File: config.mk
export PLATFORM = sky130hd
export DESIGN_NAME = vga_timing_gen
export DESIGN_NICKNAME = d
export VERILOG_FILES = /design/src/rtl/vga_timing_gen.sv
export SDC_FILE = /design/constraint.sdc
export NUM_CORES = 1
export LEC_CHECK = 0
export BUFFER_PORTS_ARGS = -buffer_cell sky130_fd_sc_hd__buf_2
export CAP_MARGIN = 0
export CORE_MARGIN = 4
export CORE_UTILIZATION = 45
export DETAILED_ROUTE_END_ITERATION = 10
export MAX_ROUTING_LAYER = met4
export PLACE_DENSITY = 0.68
export SYNTH_ARGS = -nofsm -noshare
export SYNTH_HDL_FRONTEND = slang
export SYNTH_SLANG_ARGS = --single-unit
File: constraint.sdc
create_clock -name vga_clk -period 5.22 [get_ports vga_clk]
set_input_delay 0.261 -clock vga_clk [delete_from_list [all_inputs] [get_ports vga_clk]]
set_output_delay 0.261 -clock vga_clk [all_outputs]
set_load 0.01 [all_outputs]
File: src/rtl/vga_timing_gen.sv
// 640x480@60 raster timing generator running on the pixel clock.
// Sync and blank are delayed to line up with the sprite ROM and colour register latency.
module vga_timing_gen #(
   parameter int H_VISIBLE   = 640,
   parameter int H_FRONT     = 16,
   parameter int H_SYNC      = 96,
   parameter int H_BACK      = 48,
   parameter int V_VISIBLE   = 480,
   parameter int V_FRONT     = 10,
   parameter int V_SYNC      = 2,
   parameter int V_BACK      = 33,
   parameter int BLANK_DELAY = 1,
   parameter int SYNC_DELAY  = 2
) (
   input  logic       vga_clk,
   input  logic       reset,
   output logic [9:0] DrawX,
   output logic [9:0] DrawY,
   output logic       blank,
   output logic       hs,
   output logic       vs,
   output logic       frame_tick
);

   localparam int H_TOTAL = H_VISIBLE + H_FRONT + H_SYNC + H_BACK;
   localparam int V_TOTAL = V_VISIBLE + V_FRONT + V_SYNC + V_BACK;

   localparam logic [9:0] H_LAST       = 10'(H_TOTAL - 1);
   localparam logic [9:0] V_LAST       = 10'(V_TOTAL - 1);
   localparam logic [9:0] H_VIS        = 10'(H_VISIBLE);
   localparam logic [9:0] V_VIS        = 10'(V_VISIBLE);
   localparam logic [9:0] H_SYNC_START = 10'(H_VISIBLE + H_FRONT);
   localparam logic [9:0] H_SYNC_END   = 10'(H_VISIBLE + H_FRONT + H_SYNC);
   localparam logic [9:0] V_SYNC_START = 10'(V_VISIBLE + V_FRONT);
   localparam logic [9:0] V_SYNC_END   = 10'(V_VISIBLE + V_FRONT + V_SYNC);

   logic [9:0] r_hCnt;
   logic [9:0] r_vCnt;
   logic       r_frameTick;
   logic       w_blankRaw;
   logic       w_hsRaw;
   logic       w_vsRaw;

   // The tick is registered off the last pixel, so it is seen alongside the (0,0) of the next frame.
   always_ff @(posedge vga_clk) begin
      if (reset) begin
         r_hCnt      <= '0;
         r_vCnt      <= '0;
         r_frameTick <= 1'b0;
      end else begin
         r_frameTick <= (r_hCnt == H_LAST) && (r_vCnt == V_LAST);
         if (r_hCnt == H_LAST) begin
            r_hCnt <= '0;
            if (r_vCnt == V_LAST) begin
               r_vCnt <= '0;
            end else begin
               r_vCnt <= r_vCnt + 10'd1;
            end
         end else begin
            r_hCnt <= r_hCnt + 10'd1;
         end
      end
   end

   assign w_blankRaw = (r_hCnt < H_VIS) && (r_vCnt < V_VIS);
   assign w_hsRaw    = ~((r_hCnt >= H_SYNC_START) && (r_hCnt < H_SYNC_END));
   assign w_vsRaw    = ~((r_vCnt >= V_SYNC_START) && (r_vCnt < V_SYNC_END));

   assign DrawX      = r_hCnt;
   assign DrawY      = r_vCnt;
   assign frame_tick = r_frameTick;

   // A zero-length delay collapses to a wire; otherwise a shift register preloaded with the idle level.
   generate
      if (BLANK_DELAY == 0) begin : gBlankDirect
         assign blank = w_blankRaw;
      end else begin : gBlankPipe
         logic [BLANK_DELAY-1:0] r_blankPipe;
         always_ff @(posedge vga_clk) begin
            if (reset) begin
               r_blankPipe <= '0;
            end else begin
               r_blankPipe <= (r_blankPipe << 1) | BLANK_DELAY'(w_blankRaw);
            end
         end
         assign blank = r_blankPipe[BLANK_DELAY-1];
      end

      if (SYNC_DELAY == 0) begin : gSyncDirect
         assign hs = w_hsRaw;
         assign vs = w_vsRaw;
      end else begin : gSyncPipe
         logic [SYNC_DELAY-1:0] r_hsPipe;
         logic [SYNC_DELAY-1:0] r_vsPipe;
         always_ff @(posedge vga_clk) begin
            if (reset) begin
               r_hsPipe <= '1;
               r_vsPipe <= '1;
            end else begin
               r_hsPipe <= (r_hsPipe << 1) | SYNC_DELAY'(w_hsRaw);
               r_vsPipe <= (r_vsPipe << 1) | SYNC_DELAY'(w_vsRaw);
            end
         end
         assign hs = r_hsPipe[SYNC_DELAY-1];
         assign vs = r_vsPipe[SYNC_DELAY-1];
      end
   endgenerate

endmodule

==> results.toml, run 1 <==
[outcome]
outcome = "complete, no violations"

[timing]
hold_viol_final = 0
drv_slew = 0
worst_pin_slew_ps = 850
fmaxAchievable_ghz = 0.452
fin_crit_sh = 0.424
setup_viol = 0
final.setup.tns_ps = 0
hold_ws_ps = 223
fin_worst_skew_ps = 7.14
min_period_ps = 2210
max_slew_margin = 0.428
rsz0062_at_grt = "no"

[power]
power_density_mw_per_mm2 = 265
seqPwrFrac = 0.572
finalPower_uw = 355
swShare = 0.204
combPwrFrac = 0.033
ir_drop_mv = 0.152
p_switching_uw = 72.4
power_leakage_nw = 0.538
p_int_uw = 283
clock_power_share = 0.396

[clocking]
hold_buffers = 0
tritoncts = "yes"
cts_buffers = 3
insertion_delay_ps = 330
clock_sinks = 26
root_buffer = "clkbuf_4"
cts_max_level = 1
clkTransAtPathRegs_ps = 150
postCtsSetupBuffers = 0
cts_resized = 0
cts_max_path_buffers = 2

[die]
fp.dieH_um = 58.6
initial_core_util = 0.470
die_w_um = 58.6
ioPinCount = 26
rows = 18
die_area_sq_mm = 0.00344
core-area_sq_mm = 0.00245

[layout]
diodes = 0
nNetsFinal = 161
final_cell_mix = "dfxtp_1, buf_2, nor2_1"
drive_gt1_frac = 0.221
n_fill_cell = 247
final_util = 0.547
syn_to_final_growth_pct = 16.5
final_common_cell = "dfxtp_1"
stdcell_count = 184

[yosys]
syn-num-nets = 137
synth_top_area_frac = 0.451
synth_warnings = 0
synth.distinct_cells = 30
synth_area_sq_mm = 0.00115
synth.largest_area_cell = "dfxtp_1"
ys_ff_latch = 26
yosysSeqAreaShare = 0.451
netlist_instances = 131
syn_area_per_cell_sq_um = 8.81
synth_area_leaders = "dfxtp_1, nor2_1, xnor2_1"

[drt]
drt_pre_antenna_iters = 4
wl_per_cell_um = 13.4
drc = 0
routed_wl_um = 2470
drtIter0Drc = 32
num_vias = 1012
vias_per_cell = 5.50
final_antenna_net_count = 0

[worst_setup_path]
arrival_ps = 2440
endpoint = "DrawY[5]"
start_kind = "flop"
r2r-end = "DrawY[5]"
reg2reg_slack_ps = 3010
reg2reg_from = "DrawX[0]"
startpoint = "DrawX[0]"
rr_worst_depth = 5
cp_max_fo = 9
path_class = "reg -> reg"
endpoint_kind = "flop"
worstPathRequired_ps = 5450

[global_route]
track_usage = 0.164
grt_max_degree = 16
overflow = 0
grt_pass1_vias = 908
antenna_found_initial = 0
grt_pass1_wl_um = 4120

[placed_design]
gp_congestion = 0.791
io_buffers = 25
place_inst = 180
hpwl_um = 1740

[job]
cap_violations = 0

[hold_path]
min_path_type = "in -> reg"
cell usage after synthesis:
cell type	n
ha_1	4
or3_1	4
or4b_2	1
dfxtp_1	26
nor4bb_1	1
nand4b_1	2
or2_2	2
o21ai_0	4
clkbuf_2	1
nor2_1	18
nor4b_1	1
and3_1	1
a21o_1	1
and4_1	2
buf_2	1
or4_1	3
inv_1	7
nor4_1	3
mux2i_1	1
o21bai_2	1
nand4_1	5
or3b_4	1
nand3_1	7
or2b_1	1
xnor2_1	7
xor2_1	5
clkbuf_1	4
a21oi_1	5
nand2_1	7
nor3_1	5
through the flow:
stage                     area (sq um)  worst slack (ps)
after floorplan                   1150              3190
after detailed placement          1290              3050
after global routing              1340              2860
after global placement            1290              3170
final                             1340              3010
after CTS                         1340              3020
registers in the layout, summed over array words and instances, names as in the netlist:
| name | flops |
|---|---|
| DrawY | 10 |
| blank | 1 |
| frame_tick | 1 |
| gSyncPipe.r_hsPipe | 2 |
| gSyncPipe.r_vsPipe | 2 |
| DrawX | 10 |
cell type report:
cell class | instances | area, sq um | area share
Tap cell | 30 | 37.5 | 0.0279
Clock inverter | 1 | 30.0 | 0.0223
Timing Repair Buffer | 25 | 125 | 0.0931
Clock buffer | 3 | 22.5 | 0.0168
Sequential cell | 26 | 520 | 0.387
Multi-Input combinational cell | 92 | 582 | 0.433
Inverter | 7 | 26.3 | 0.0196
worst min-delay path by stage:
stage / to / slack (ps) / depth (start not counted) / startpoint
after floorplan: gSyncPipe.r_hsPipe[1] / 390 / 1 / gSyncPipe.r_hsPipe[0]
after global placement: gSyncPipe.r_hsPipe[1] / 390 / 1 / gSyncPipe.r_hsPipe[0]
after detailed placement: gSyncPipe.r_hsPipe[1] / 390 / 1 / gSyncPipe.r_hsPipe[0]
after CTS: DrawX[4] / 210 / 2 / reset
after global routing: blank / 210 / 2 / reset
final: DrawX[4] / 220 / 2 / reset
layer usage:
metal | global-route usage | vias to the layer above | wire [um]
met5 | - | - | 0
met4 | 0.0841 | 0 | 49
met3 | 0.0307 | 5 | 167
met2 | 0.262 | 44 | 1220
met1 | 0.196 | 465 | 1030
li1 | - | 498 | -
logic make-up (layout without fill, tap and decap cells):
| group | Yosys count | count (layout) | share of synthesized area |
|---|---|---|---|
| adder cells (fa/ha/maj) | 4 | 4 | 0.0434 |
| AND/OR/NAND/NOR | 64 | 64 | 0.306 |
| AO/OA/AOI/OAI | 11 | 11 | 0.0553 |
| flip-flops | 26 | 26 | 0.451 |
| XOR/XNOR | 12 | 12 | 0.0911 |
| multiplexers | 1 | 1 | 0.00868 |
| buffers and inverters | 13 | 36 | 0.0445 |
worst max-delay path, cell delays in order, from the launching register on:
cell,delay (ps)
dfxtp_1,430
ha_1,200
nand3_1,240
or4_1,720
o21bai_2,400
nor2_1,110
power groups by stage:
| stage | Clock, mW | Sequential, mW | Combinational, mW |
|---|---|---|---|
| floorplan | 0 | 0.209 | 0.00654 |
| finish | 0.141 | 0.203 | 0.0116 |
| global route | 0.153 | 0.204 | 0.0132 |
| detailed placement | 0 | 0.208 | 0.0118 |
| global placement | 0 | 0.207 | 0.0115 |
| CTS | 0.146 | 0.203 | 0.0119 |
Note: power is estimated with default switching activity, not from simulation.
==> run 2, diff against run 1 <==
--- a/config.mk
+++ b/config.mk
@@ -5,13 +5,14 @@
 export SDC_FILE = /design/constraint.sdc
 export NUM_CORES = 1
 export LEC_CHECK = 0
+export ABC_AREA = 1
 export BUFFER_PORTS_ARGS = -buffer_cell sky130_fd_sc_hd__buf_2
 export CAP_MARGIN = 0
 export CORE_MARGIN = 4
 export CORE_UTILIZATION = 45
 export DETAILED_ROUTE_END_ITERATION = 10
 export MAX_ROUTING_LAYER = met4
-export PLACE_DENSITY = 0.68
+export PLACE_DENSITY = 0.67
 export SYNTH_ARGS = -nofsm -noshare
 export SYNTH_HDL_FRONTEND = slang
 export SYNTH_SLANG_ARGS = --single-unit
==> constraint.sdc (replaced) <==
create_clock -name vga_clk -period 2.31 [get_ports vga_clk]
set_input_delay 0.1155 -clock vga_clk [delete_from_list [all_inputs] [get_ports vga_clk]]
set_output_delay 0.1155 -clock vga_clk [all_outputs]
set_load 0.01 [all_outputs]
==> run 2 against run 1 <==
Effect of this change:
- global-route usage barely moved
- die area increased by 11%
- sequential share of layout area fell by 4.5 points
- register-to-register slack lost 2300 ps
- synthesized cell count increased by 42%
- highest routed layer unchanged
==> results.toml, run 2 <==
[timing]
rsz0062_at_grt = "no"
fin_crit_sh = 0.673
min_period_ps = 1560
setup_viol = 0
fin_ws_ps = 755
worst_pin_slew_ps = 270
drv_slew = 0
fin_worst_skew_ps = 4.39
max_slew_margin = 0.818
final.setup.tns_ps = 0
hold_viol_final = 0
fmaxAchievable_ghz = 0.643

[worst_setup_path]
cp_max_fo = 9
crit_family = "simple AND/OR/NAND/NOR gates"
cp.buffers_inverters = 1
start_kind = "flop"
reg2reg_slack_ps = 750
worstPathCellList = "ha_1 > nand2_2 > nor2_4 > inv_2 > nor2_8 > nand2_4 > nand2_2 > a21oi_1"
reg2reg_from = "DrawX[0]"
path_class = "reg -> reg"
worstPathRequired_ps = 2540
cp_slowest_cell = "dfxtp_1"
rr_worst_depth = 8
cp_slowest_stage_delay_ps = 420
path_common_cell = "nand2_2"
r2r-end = "DrawY[4]"
arrival_ps = 1790
endpoint_kind = "flop"

[clocking]
hold_buffers = 0
clock_sinks = 26
cts_max_level = 1
cts_buffers = 3
cts_resized = 0
tritoncts = "yes"
clkTransAtPathRegs_ps = 140
root_buffer = "clkbuf_4"
insertion_delay_ps = 320
postCtsSetupBuffers = 0
cts_max_path_buffers = 2

[yosys]
synth_top_area_frac = 0.399
synth_most_common_cell = "nand2_1"
netlist_instances = 186
synth-edff-count = 0
syn_area_per_cell_sq_um = 7.01
synth.largest_area_cell = "dfxtp_1"
ys_ff_latch = 26
synth_common_cells = "nand2_1, nor2_1, inv_1"
synth_warnings = 0
syn-num-nets = 192
synth_area_sq_mm = 0.00130
synth_area_leaders = "dfxtp_1, nand2_1, nor2_1"
synth_flop_cell = "dfxtp_1"
synthArstFlopShare = 0
synth.distinct_cells = 26
yosysSeqAreaShare = 0.399

[die]
fp.dieH_um = 61.8
ioPinCount = 26
die_area_sq_mm = 0.00382
initial_core_util = 0.473
die_w_um = 61.8
rows = 19
core-area_sq_mm = 0.00276

[global_route]
antenna_found_initial = 0
track_usage = 0.164
grt_pass1_wl_um = 4630
grt_max_degree = 16
grt_pass1_vias = 1158
overflow = 0

[power]
clock_power_share = 0.392
p_switching_uw = 158
finalPower_uw = 797
ir_drop_mv = 0.420
power_leakage_nw = 0.734
seqPwrFrac = 0.575
p_int_uw = 639
swShare = 0.199
power_density_mw_per_mm2 = 524
combPwrFrac = 0.033

[placed_design]
hpwl_um = 2160
gp_congestion = 0.877
placed_cell_area_sq_mm = 0.00147
io_buffers = 25
place_ws_ps = 780

[hold_path]
min_path_type = "in -> reg"
hold_start = "reset"
hold_depth = 2
min_to = "DrawY[8]"

[drt]
drtIter0Drc = 66
final_antenna_net_count = 0
drt_pre_antenna_iters = 4
wl_per_cell_um = 11.2
vias_per_cell = 4.93
routed_wl_um = 2760
num_vias = 1212
drc = 0

[layout]
drive_gt1_frac = 0.205
final_common_cell = "nand2_1"
diodes = 0
syn_to_final_growth_pct = 16.6
n_fill_cell = 283
final_area_sq_mm = 0.00152
final_cell_mix = "nand2_1, nor2_1, inv_1, dfxtp_1, buf_2"
regArea_sq_um = 520
multi_input_area_sq_um = 674
nNetsFinal = 222

[job]
cap_violations = 0

[outcome]
outcome = "complete, no violations"
[run 2: cell count changes after synthesis, sizes merged, moves of 5 or more]
cell,previous run,this run
xnor2,7,0
inv,7,29
clkbuf,5,0
nor2,18,35
nand3,7,14
nand2,7,48
[run 2: layout make-up]
cell class              instances  share of cell area
multi-input cells             131               0.444
repair buffers                 25              0.0823
well taps                      31              0.0255
flip-flops and latches         26               0.342
clock buffers                   3              0.0148
inverters                      29              0.0716
clock inverters                 1              0.0198
[run 2: worst max-delay path by stage]
stage,from,end,depth (start not counted)
after floorplan,DrawX[0],DrawY[1],8
after global placement,DrawX[0],DrawY[4],8
after detailed placement,DrawX[0],DrawY[1],8
after CTS,DrawX[0],DrawY[1],8
after global routing,DrawX[0],DrawY[6],8
final,DrawX[0],DrawY[4],8
[run 2: stage by stage]
stage                     utilization  std cells  hold slack (ps)
final                           0.551        246             20.8
after global routing            0.551        246             38.4
after CTS                       0.551        246             29.8
after detailed placement        0.532        242              386
after global placement          0.532        242              376
after floorplan                     -        186              185
[run 2: routing by layer]
layer  vias up  global-route usage  part of all wire
met5         -                   -                 0
met4         0              0.0697             0.023
met3         9              0.0289             0.047
li1        643                   -                 -
met1       534               0.191              0.46
met2        26               0.275              0.47
[run 2: power by group through the flow]
stage          registers, mW  logic, mW  clock network, mW
4_1_cts                0.459     0.0270              0.316
6_report               0.458     0.0262              0.312
2_1_floorplan          0.470     0.0134                  0
5_1_grt                0.460     0.0305              0.331
3_5_place_dp           0.468     0.0268                  0
3_3_place_gp           0.468     0.0260                  0
[run 2: cells by family after synthesis]
logic type      Yosys count  synth area share
simple gates            111             0.404
xor+xnor                  2            0.0134
compound gates           14            0.0614
buf+inv                  29            0.0835
fa+ha+maj                 4            0.0384
flops                    26             0.399
==> run 3, diff against run 2 <==
--- a/config.mk
+++ b/config.mk
@@ -12,7 +12,7 @@
 export CORE_UTILIZATION = 45
 export DETAILED_ROUTE_END_ITERATION = 10
 export MAX_ROUTING_LAYER = met4
-export PLACE_DENSITY = 0.67
+export PLACE_DENSITY = 0.7
 export SYNTH_ARGS = -nofsm -noshare
 export SYNTH_HDL_FRONTEND = slang
 export SYNTH_SLANG_ARGS = --single-unit
==> constraint.sdc (replaced) <==
create_clock -name vga_clk -period 1.3 [get_ports vga_clk]
set_input_delay 0.065 -clock vga_clk [delete_from_list [all_inputs] [get_ports vga_clk]]
set_output_delay 0.065 -clock vga_clk [all_outputs]
set_load 0.01 [all_outputs]
==> run 3 against run 2 <==
Effect of this change:
- the run now ends with setup timing left
- worst hold slack improved by 410 ps
- wire length rose by 14%
- core utilization rose by 7.8 points
- first-iteration DRC count rose by 36%
- clock power rose by 55%
- clock skew rose by 8.0 ps
- clock-buffer cell count rose by 1
- non-clock buffer count rose by 14
- sequential cell count did not move
- register-to-register slack got worse by 810 ps
- maximum frequency rose by 14%
- critical endpoint unchanged
- largest power group unchanged
- highest routed layer unchanged
==> results.toml, run 3 (synthesis results as in run 2) <==
[global_route]
grt_pass1_vias = 1219
antenna_found_initial = 0
track_usage = 0.186
overflow = 0
grt_pass1_wl_um = 5150
grt_max_degree = 16

[die]
die_area_sq_mm = 0.00382
die_w_um = 61.8
fp.dieH_um = 61.8
ioPinCount = 26
rows = 19
core-area_sq_mm = 0.00276
initial_core_util = 0.473

[clocking]
clkTransAtPathRegs_ps = 150
insertion_delay_ps = 320
cts_buffers = 3
root_buffer = "clkbuf_4"
clock_sinks = 26
cts_max_path_buffers = 2
tritoncts = "yes"
cts_max_level = 1

[drt]
met2WireLength_um = 1630
drt_pre_antenna_iters = 4
routed_wl_um = 3130
wl_per_cell_um = 12.1
vias_per_cell = 4.98
drc = 0
final_antenna_net_count = 0
highest_layer = "met4"
wl_met3_um = 138
routedLengthMet1_um = 1340
num_vias = 1295
drtIter0Drc = 90

[layout]
nNetsFinal = 236
diodes = 0
n_fill_cell = 264
drive_gt1_frac = 0.341
final_area_sq_mm = 0.00174
syn_to_final_growth_pct = 33.1
final_util = 0.629
final_cell_mix = "nand2_1, inv_1, nor2_1, buf_2, dfxtp_1"
final_common_cell = "nand2_1"

[placed_design]
gp_congestion = 0.826
placed_cell_area_sq_mm = 0.00156
io_buffers = 25
hpwl_um = 2320

[timing]
fin_crit_sh = 1.05
fin_worst_skew_ps = 12.4
hold_ws_ps = 426
fin_ws_ps = -60.0
drv_slew = 0
rsz0062_at_grt = "yes"
setup_viol = 16
fmaxAchievable_ghz = 0.735
min_period_ps = 1360
final.setup.tns_ps = -680
max_slew_margin = 0.781
worst_pin_slew_ps = 325
hold_viol_final = 0

[worst_setup_path]
worstPathCellList = "ha_4 > nand2_4 > nor2_4 > inv_4 > nor2_8 > nand2_4 > nand2_4 > a21oi_1"
worstPathRequired_ps = 1540
cp.buffers_inverters = 1
rr_worst_depth = 8
cp_slowest_cell = "dfxtp_4"
cp_max_fo = 8
cp_slowest_stage_delay_ps = 390
arrival_ps = 1600
r2r-end = "DrawY[4]"
endpoint_kind = "flop"
path_common_cell = "nand2_4"
reg2reg_slack_ps = -60
path_class = "reg -> reg"
crit_family = "simple AND/OR/NAND/NOR gates"
start_kind = "flop"
reg2reg_from = "DrawX[1]"

[outcome]
violations = "setup timing"
outcome = "complete, but fails checks"

[power]
power_density_mw_per_mm2 = 786
power_leakage_nw = 0.815
ir_drop_mv = 0.589
finalPower_mw = 1.36

[hold_path]
min_path_type = "reg -> reg"
min_to = "gSyncPipe.r_hsPipe[1]"
hold_depth = 1
hold_start = "gSyncPipe.r_hsPipe[0]"

[job]
cap_violations = 0
-- run 3: cell count changes in the layout (fill, tap and decap cells not counted), sizes merged --
cell | previous run | this run
dlygate4sd3 | 0 | 2
bufinv | 1 | 0
buf | 25 | 37
clkbuf | 3 | 4
-- run 3: final cells by class --
type                            count  area, sq um  area share
Timing Repair Buffer               39          235       0.136
Multi-Input combinational cell    131          763       0.440
Tap cell                           31         38.8      0.0224
Inverter                           29          111      0.0642
Sequential cell                    26          539       0.311
Clock buffer                        4         47.5      0.0274
-- run 3: worst register-to-register path, stage by stage (launching register included) --
cell	delay (ps)
dfxtp_4	390
ha_4	140
nand2_4	60
nor2_4	190
inv_4	80
nor2_8	190
nand2_4	80
nand2_4	90
a21oi_1	60
-- run 3: metal layers --
| metal | vias to the layer above | GRT usage |
|---|---|---|
| li1 | 675 | - |
| met1 | 584 | 0.216 |
| met2 | 32 | 0.326 |
| met3 | 4 | 0.0310 |
| met4 | 0 | 0.0545 |
| met5 | - | - |
-- run 3: how the worst max path moves through the flow --
stage / cells past startpoint / start / to / slack (ps)
after floorplan: 8 / DrawX[0] / DrawY[1] / 0.2
after global placement: 8 / DrawX[1] / DrawY[6] / 20
after detailed placement: 8 / DrawX[1] / DrawY[7] / -70
after CTS: 8 / DrawX[1] / DrawY[4] / -20
after global routing: 8 / DrawX[1] / DrawY[4] / -130
final: 8 / DrawX[1] / DrawY[4] / -60
-- run 3: power breakdown --
part | leakage, nW | total [mW] | internal [mW] | switching [mW]
logic | 0.574 | 0.0709 | 0.0316 | 0.0393
clock network | 0.0261 | 0.483 | 0.235 | 0.248
registers | 0.215 | 0.811 | 0.802 | 0.00856
-- run 3: repair_timing --
action,4_1_cts,5_1_grt
hold buffers,2,0
pin swaps,4,8
endpoints found under the hold margin,4,0
resized for setup,3,24
setup endpoints to repair,16,20
setup buffers,1,2
cloned,0,0
-- run 3: metrics by stage --
stage | std cells | setup WS, ps
after floorplan | 186 | 0.152
after global placement | 251 | 17.6
after detailed placement | 251 | -66.2
after CTS | 258 | -23.8
after global routing | 260 | -131
final | 260 | -60.0
